File: config.mk
export PLATFORM = sky130hd
export DESIGN_NAME = fetch_stage_flat
export DESIGN_NICKNAME = d
export VERILOG_FILES = /design/src/rtl/fetch_stage_pkg.sv /design/src/rtl/fetch_stage_if.sv /design/src/rtl/fetch_fifo.sv /design/src/rtl/fetch_stage.sv /design/src/flat_wrapper.sv
export SDC_FILE = /design/constraint.sdc
export NUM_CORES = 1
export LEC_CHECK = 0
export ABC_AREA = 1
export CELL_PAD_IN_SITES_DETAIL_PLACEMENT = 1
export CELL_PAD_IN_SITES_GLOBAL_PLACEMENT = 2
export CORE_MARGIN = 2
export CORE_UTILIZATION = 34
export CTS_BUF_LIST = sky130_fd_sc_hd__clkbuf_4
export CTS_CLUSTER_SIZE = 24
export DETAILED_ROUTE_END_ITERATION = 8
export GPL_ROUTABILITY_DRIVEN = 0
export HOLD_SLACK_MARGIN = 0.12
export PLACE_DENSITY = 0.9
export RECOVER_POWER = 50
export SYNTH_ARGS = -nofsm -noshare
export SYNTH_HDL_FRONTEND = slang
export SYNTH_SLANG_ARGS = --single-unit
File: constraint.sdc
create_clock -name clk -period 5.5 [get_ports clk]
set_clock_uncertainty 0.2 [all_clocks]
set_input_delay 0.825 -clock clk [delete_from_list [all_inputs] [get_ports clk]]
set_output_delay 0.825 -clock clk [all_outputs]
set_load 0.03 [all_outputs]
File: src/rtl/fetch_stage_pkg.sv
// rtl/fetch_stage_pkg.sv - shared fetch/decode constants
// NOP encoding, fetch FSM state encodings and a PC alignment helper.
package fetch_stage_pkg;

  localparam logic [31:0] NOP_INSTR = 32'h0000_0013;

  typedef enum logic [1:0] {
    F_IDLE  = 2'd0,
    F_RUN   = 2'd1,
    F_DRAIN = 2'd2
  } fetch_state_e;

  function automatic logic [31:0] word_align(input logic [31:0] addr);
    return addr & 32'hFFFF_FFFC;
  endfunction

endpackage

File: src/rtl/fetch_stage_if.sv
// rtl/fetch_stage_if.sv - instruction memory request/response bus
// master = fetch stage, slave = instruction memory.
interface fetch_stage_if;

  logic        f_out_imem_req;
  logic [31:0] f_out_imem_addr;
  logic        f_in_imem_gnt;
  logic        f_in_imem_rvalid;
  logic [31:0] f_in_imem_rdata;

  modport master (
    output f_out_imem_req,
    output f_out_imem_addr,
    input  f_in_imem_gnt,
    input  f_in_imem_rvalid,
    input  f_in_imem_rdata
  );

  modport slave (
    input  f_out_imem_req,
    input  f_out_imem_addr,
    output f_in_imem_gnt,
    output f_in_imem_rvalid,
    output f_in_imem_rdata
  );

endinterface

File: src/rtl/fetch_fifo.sv
// rtl/fetch_fifo.sv - small synchronous FIFO with flush
// Head is presented combinationally; push into a full FIFO and pop of an empty one are ignored.
module fetch_fifo #(
  parameter int DEPTH = 2,
  parameter int WIDTH = 64,
  localparam int AW   = $clog2(DEPTH)
) (
  input  logic             clk,
  input  logic             rst,
  input  logic             push,
  input  logic [WIDTH-1:0] push_data,
  input  logic             pop,
  input  logic             flush,
  output logic [WIDTH-1:0] head,
  output logic [AW:0]      count
);

  logic [WIDTH-1:0] mem_q [DEPTH];
  logic [WIDTH-1:0] mem_d [DEPTH];
  logic [AW-1:0]    rd_ptr_q, rd_ptr_d;
  logic [AW-1:0]    wr_ptr_q, wr_ptr_d;
  logic [AW:0]      count_q, count_d;
  logic             do_push, do_pop;

  always_comb begin
    mem_d    = mem_q;
    rd_ptr_d = rd_ptr_q;
    wr_ptr_d = wr_ptr_q;
    count_d  = count_q;
    do_pop   = pop && (count_q != '0);
    do_push  = push && (count_q != (AW+1)'(DEPTH));
    if (flush) begin
      rd_ptr_d = '0;
      wr_ptr_d = '0;
      count_d  = '0;
    end else begin
      if (do_push) begin
        mem_d[wr_ptr_q] = push_data;
        wr_ptr_d        = wr_ptr_q + 1'b1;
      end
      if (do_pop) begin
        rd_ptr_d = rd_ptr_q + 1'b1;
      end
      count_d = count_q + (AW+1)'(do_push) - (AW+1)'(do_pop);
    end
  end

  always_ff @(posedge clk) begin
    mem_q <= mem_d;
    if (rst) begin
      rd_ptr_q <= '0;
      wr_ptr_q <= '0;
      count_q  <= '0;
    end else begin
      rd_ptr_q <= rd_ptr_d;
      wr_ptr_q <= wr_ptr_d;
      count_q  <= count_d;
    end
  end

  assign head  = mem_q[rd_ptr_q];
  assign count = count_q;

endmodule

File: src/rtl/fetch_stage.sv
// rtl/fetch_stage.sv - in-order instruction fetch with redirect flush and credit-based issue
// FETCH_PERF_CNT_EN adds saturating fetched-word and kill-cycle counters.
module fetch_stage
  import fetch_stage_pkg::*;
#(
  parameter logic [31:0] RESET_PC   = 32'h0000_0000,
  parameter int          FIFO_DEPTH = 2,
  parameter int          CNT_W      = 2
) (
  input  logic                 clk,
  input  logic                 rst,
  fetch_stage_if.master        imem,
  input  logic                 f_in_stall,
  input  logic                 f_in_redirect,
  input  logic [31:0]          f_in_redirect_pc,
  output logic [31:0]          f_out_instr,
  output logic [31:0]          f_out_pc,
  output logic                 f_out_kill_instr
`ifdef FETCH_PERF_CNT_EN
  ,
  output logic [31:0]          f_out_perf_fetched,
  output logic [31:0]          f_out_perf_killed
`endif
);

  localparam int AW = $clog2(FIFO_DEPTH);

  fetch_state_e     state_q, state_d;
  logic [31:0]      pc_q, pc_d;
  logic [CNT_W-1:0] outstanding_q, outstanding_d;
  logic [CNT_W-1:0] drop_q, drop_d;

  logic [AW:0]      fifo_count, tag_count;
  logic [AW+1:0]    credits_used;
  logic [63:0]      fifo_head;
  logic [31:0]      tag_head;
  logic             req, issue, rv_keep, rv_drop, push, pop, kill;

  // Tag queue occupancy is exactly outstanding + drop_cnt, so it serves as the credit count.
  always_comb begin
    kill         = (fifo_count == '0) || f_in_redirect;
    pop          = !kill && !f_in_stall;
    credits_used = (AW+2)'(tag_count) + (AW+2)'(fifo_count);
    req          = (state_q != F_IDLE) && !f_in_redirect
                   && (credits_used < (AW+2)'(FIFO_DEPTH));
    issue        = req && imem.f_in_imem_gnt;
    rv_drop      = imem.f_in_imem_rvalid && (drop_q != '0);
    rv_keep      = imem.f_in_imem_rvalid && (drop_q == '0);
    push         = rv_keep && !f_in_redirect;
  end

  always_comb begin
    pc_d          = pc_q;
    outstanding_d = outstanding_q;
    drop_d        = drop_q;
    state_d       = state_q;
    if (f_in_redirect) begin
      // Everything still in flight becomes wrong-path; a response landing now is one less to drop.
      pc_d          = word_align(f_in_redirect_pc);
      drop_d        = drop_q - CNT_W'(rv_drop) + outstanding_q - CNT_W'(rv_keep);
      outstanding_d = '0;
    end else begin
      if (issue) begin
        pc_d = pc_q + 32'd4;
      end
      drop_d        = drop_q - CNT_W'(rv_drop);
      outstanding_d = outstanding_q + CNT_W'(issue) - CNT_W'(rv_keep);
    end
    unique case (state_q)
      F_IDLE:  state_d = F_RUN;
      F_RUN:   if (f_in_redirect && (drop_d != '0)) state_d = F_DRAIN;
      F_DRAIN: if (drop_d == '0) state_d = F_RUN;
      default: state_d = F_IDLE;
    endcase
  end

  always_ff @(posedge clk) begin
    if (rst) begin
      state_q       <= F_IDLE;
      pc_q          <= RESET_PC;
      outstanding_q <= '0;
      drop_q        <= '0;
    end else begin
      state_q       <= state_d;
      pc_q          <= pc_d;
      outstanding_q <= outstanding_d;
      drop_q        <= drop_d;
    end
  end

  fetch_fifo #(.DEPTH(FIFO_DEPTH), .WIDTH(64)) u_instr_fifo (
    .clk       (clk),
    .rst       (rst),
    .push      (push),
    .push_data ({tag_head, imem.f_in_imem_rdata}),
    .pop       (pop),
    .flush     (f_in_redirect),
    .head      (fifo_head),
    .count     (fifo_count)
  );

  // Never flushed: dropped responses still retire their tag.
  fetch_fifo #(.DEPTH(FIFO_DEPTH), .WIDTH(32)) u_tag_fifo (
    .clk       (clk),
    .rst       (rst),
    .push      (issue),
    .push_data (pc_q),
    .pop       (imem.f_in_imem_rvalid),
    .flush     (1'b0),
    .head      (tag_head),
    .count     (tag_count)
  );

  assign imem.f_out_imem_req  = req;
  assign imem.f_out_imem_addr = pc_q;
  assign f_out_kill_instr     = kill;
  assign f_out_instr          = kill ? NOP_INSTR : fifo_head[31:0];
  assign f_out_pc             = kill ? pc_q : fifo_head[63:32];

`ifdef FETCH_PERF_CNT_EN
  logic [31:0] perf_fetched_q, perf_fetched_d;
  logic [31:0] perf_killed_q, perf_killed_d;

  always_comb begin
    perf_fetched_d = perf_fetched_q;
    perf_killed_d  = perf_killed_q;
    if (push && !(&perf_fetched_q)) perf_fetched_d = perf_fetched_q + 32'd1;
    if (kill && !(&perf_killed_q))  perf_killed_d  = perf_killed_q + 32'd1;
  end

  always_ff @(posedge clk) begin
    if (rst) begin
      perf_fetched_q <= '0;
      perf_killed_q  <= '0;
    end else begin
      perf_fetched_q <= perf_fetched_d;
      perf_killed_q  <= perf_killed_d;
    end
  end

  assign f_out_perf_fetched = perf_fetched_q;
  assign f_out_perf_killed  = perf_killed_q;
`endif

endmodule

File: src/flat_wrapper.sv
// flat-port wrapper written by rule: the top's interface ports become plain ports
module fetch_stage_flat import fetch_stage_pkg::*;
#(
  parameter logic [31:0] RESET_PC   = 32'h0000_0000,
  parameter int          FIFO_DEPTH = 2,
  parameter int          CNT_W      = 2
)
  (clk, rst, f_in_stall, f_in_redirect, f_in_redirect_pc, f_out_instr, f_out_pc, f_out_kill_instr, imem_f_out_imem_req, imem_f_out_imem_addr, imem_f_in_imem_gnt, imem_f_in_imem_rvalid, imem_f_in_imem_rdata);
  fetch_stage_if imem_i ();
  input  logic clk;
  input  logic rst;
  input  logic f_in_stall;
  input  logic f_in_redirect;
  input  logic [31:0] f_in_redirect_pc;
  output logic [31:0] f_out_instr;
  output logic [31:0] f_out_pc;
  output logic f_out_kill_instr;
  output wire logic [$bits(imem_i.f_out_imem_req)-1:0] imem_f_out_imem_req;
  output wire logic [$bits(imem_i.f_out_imem_addr)-1:0] imem_f_out_imem_addr;
  input wire logic [$bits(imem_i.f_in_imem_gnt)-1:0] imem_f_in_imem_gnt;
  input wire logic [$bits(imem_i.f_in_imem_rvalid)-1:0] imem_f_in_imem_rvalid;
  input wire logic [$bits(imem_i.f_in_imem_rdata)-1:0] imem_f_in_imem_rdata;
  assign imem_f_out_imem_req = imem_i.f_out_imem_req;
  assign imem_f_out_imem_addr = imem_i.f_out_imem_addr;
  assign imem_i.f_in_imem_gnt = imem_f_in_imem_gnt;
  assign imem_i.f_in_imem_rvalid = imem_f_in_imem_rvalid;
  assign imem_i.f_in_imem_rdata = imem_f_in_imem_rdata;
  fetch_stage #(.RESET_PC(RESET_PC), .FIFO_DEPTH(FIFO_DEPTH), .CNT_W(CNT_W)) u_core (.clk(clk), .rst(rst), .imem(imem_i), .f_in_stall(f_in_stall), .f_in_redirect(f_in_redirect), .f_in_redirect_pc(f_in_redirect_pc), .f_out_instr(f_out_instr), .f_out_pc(f_out_pc), .f_out_kill_instr(f_out_kill_instr));
endmodule
==> metrics <==
startpoint types input port; drt total wl 29470 um; area fraction in compound gates after synthesis 5.946%; Synth Area in Simple Gates 21.81%; Initial Utilization 34.28%; nets 1338; row cnt 63; Port Buf Inserts 161; worst-skew pair later-pin latency 0.67 ns; TNS Setup 0 ns; CP Cell Sequence dlygate4sd3_1 -> clkbuf_1 -> nor2_1 -> nand2_1 -> nor2_4 -> clkdlybuf4s50_1; Slew @ Worst Pin 2.364 ns; Slew HR -58.18%; Mapped Area 10080 um^2; post-synthesis mux area share 0%; Post-Synthesis Cells 1058; Achievable Freq 0.2236 GHz; Area Overhead vs Synth 29.34%; Leakage 5.278 nW; top cell type's share of synthesized area 54.82%; DR pass1 iterations 5; All-Layer GR Usage 19.19%; Worst EP required 4.47 ns; maxcap violations 3; Synth Area in XOR/XNOR 1.303%; status complete, but fails checks; Die W 176.2 um; Avg Synthesized Cell Area 9.527 um^2; number of global-route vias before repair 8547; post-route ant nets 0; gr ovfl total 0; Unique masters post-synth 33; slowest stage cell on the critical path clkbuf_1; Inserted Clock Buffers 66; Fillers 3405; Crit. End Element primary output; Hold Crit Class reg2reg; worst vdd ir 174.6 uV; die area 31040 um^2; Min Clock Period, post-route 4.473 ns; global-route wire length before repair 45760 um; clock slew seen by the registers of the worst setup and hold paths 0.06 ns; Ys Warns 0; initial antenna violation count 1; power density cells 365.3 nW/um^2; routed vias/inst 4.782; Iteration-0 DRC Markers 483; RSZ-0062 raised after global routing no; CP Data Arrival Time 3.45 ns; period utilization 81.32%; Max Slew Vio Count 85; Die H 176.2 um; post-synthesis sequential area ratio 63.56%; via count 8135; Post-CTS Hold Fix Bufs 0; IO Pins 168; core area 29400 um^2; setup bufs post-CTS 0; largest net degree at the start of global routing 65; Setup-failing EPs final 0; post-synthesis adder-cell area fraction 1.316%; worst-path maximum fanout 32; Clock Tree Buf Depth 3; Final Hold Fails 0; Routed wire per std cell 17.33 um; DRC 0; Synth area leader edfxtp_1; Worst path max stage delay 1.15 ns; synth top area cells edfxtp_1, nand2_1, dfxtp_1; # resized after CTS 0; CTS sink count 228; main combinational cell family by area after synthesis simple AND/OR/NAND/NOR gates; hpwl dp 19330 um; TritonCTS clock tree built; Root Buffer clkbuf_4; failing checks capacitance limit, slew limit; H-tree depth 3; share of layout cells above drive strength 1 12.06%; WS Path Type in2out; number of synthesized register bits 228; final hold slack 0.3080 ns
-- layer usage --
metal	global-route usage, %	wire [um]	up-vias	part of all wire [%]
li1	-	-	3899	-
met1	24.26	13060	3944	44
met2	32.70	14150	251	48
met3	3.833	1774	41	6.0
met4	6.921	482	0	1.6
met5	0	0	-	0
-- cells in the mapped netlist, drive strengths merged --
library cell / number
a21o: 1
a21oi: 34
a22oi: 1
a31oi: 35
buf: 23
clkbuf: 21
clkinv: 1
conb: 1
dfxtp: 44
edfxtp: 184
fa: 1
ha: 9
inv: 106
nand2: 410
nand3: 24
nand4: 5
nor2: 95
nor3: 10
o211ai: 1
o21ai: 36
or2: 1
xnor2: 2
xor2: 13
-- registers in the layout, summed over array words and instances (netlist names), 2 cells and up --
signal,count
u_core.outstanding_q,2
u_core.state_q,2
u_core.u_instr_fifo.count,2
u_core.drop_q,2
u_core.u_instr_fifo.mem_q,124
u_core.u_tag_fifo.count,2
u_core.u_tag_fifo.mem_q,60
u_core.imem.f_out_imem_addr,30
-- cells by family (layout without fill, tap and decap cells) --
family | Yosys count | in the layout
AND/OR/NAND/NOR | 545 | 545
XOR/XNOR | 15 | 15
other | 1 | 5
flip-flops | 228 | 228
AO/OA/AOI/OAI | 108 | 108
adder cells (fa/ha/maj) | 10 | 10
buffers and inverters | 151 | 400
-- stage by stage --
step	area [um^2]	util [%]	worst slack (ns)	power (mW)	cells
final	13040	44.34	1.027	4.763	1701
after global routing	13040	44.34	0.7069	5.039	1701
after CTS	13070	44.44	1.183	4.840	1700
after detailed placement	12170	41.39	1.192	3.119	1580
after global placement	12170	41.39	1.231	3.068	1580
after floorplan	10090	-	0.8858	2.742	1061
-- critical path, delay by kind of cell --
kind	cells	cell delay (ns)
and+or+nand+nor	3	0.32
buffers and inverters	3	2.29
-- report_power, final --
group	switching [mW]	internal, mW
Sequential	0.0951	2.09
Combinational	0.582	0.299
Clock	0.740	0.960
Total	1.42	3.35
-- worst paths after layout --
| kind | from | to | slack (ns) | cells past startpoint |
|---|---|---|---|---|
| max | f_in_redirect | imem_f_out_imem_req | 1.03 | 6 |
| min | u_core.u_tag_fifo.mem_q[60]$_DFFE_PP_ | u_core.u_instr_fifo.mem_q[60]$_DFFE_PP_ | 0.31 | 2 |
| max reg2reg | u_core.drop_q[1]$_SDFF_PP0_ | u_core.u_instr_fifo.mem_q[22]$_DFFE_PP_ | 1.62 | 4 |
| min reg2reg | u_core.u_tag_fifo.mem_q[60]$_DFFE_PP_ | u_core.u_instr_fifo.mem_q[60]$_DFFE_PP_ | 0.31 | 2 |
-- layout make-up --
type,instances,area [um^2],share of cell area (%)
sequential,228,6407,49.15
multi-input combinational,682,3072,23.56
timing repair buffer,173,1767,13.55
clock buffer,105,788.3,6.046
tap,390,488.0,3.743
inverter,107,402.9,3.090
clock inverter,15,110.1,0.8445
antenna,1,2.502,0.01919
-- layout by cell type (no fill, tap or decap), types with 2 or more instances in the layout --
| master | n |
|---|---|
| a21oi_1 | 34 |
| a31oi_1 | 35 |
| buf_12 | 8 |
| buf_4 | 13 |
| bufinv_16 | 2 |
| clkbuf_1 | 2 |
| clkbuf_4 | 105 |
| clkdlybuf4s50_1 | 109 |
| clkinv_1 | 8 |
| clkinv_2 | 2 |
| conb_1 | 4 |
| dfxtp_1 | 43 |
| dlygate4sd3_1 | 41 |
| edfxtp_1 | 184 |
| ha_1 | 9 |
| inv_1 | 104 |
| inv_2 | 6 |
| nand2_1 | 405 |
| nand2_2 | 4 |
| nand3_1 | 24 |
| nand4_1 | 5 |
| nor2_1 | 84 |
| nor2_2 | 4 |
| nor2_4 | 7 |
| nor3_1 | 8 |
| nor3_2 | 2 |
| o21ai_0 | 32 |
| o21ai_1 | 2 |
| o21ai_2 | 2 |
| xnor2_1 | 2 |
| xor2_1 | 13 |
Power figures use the tool's default switching activity.
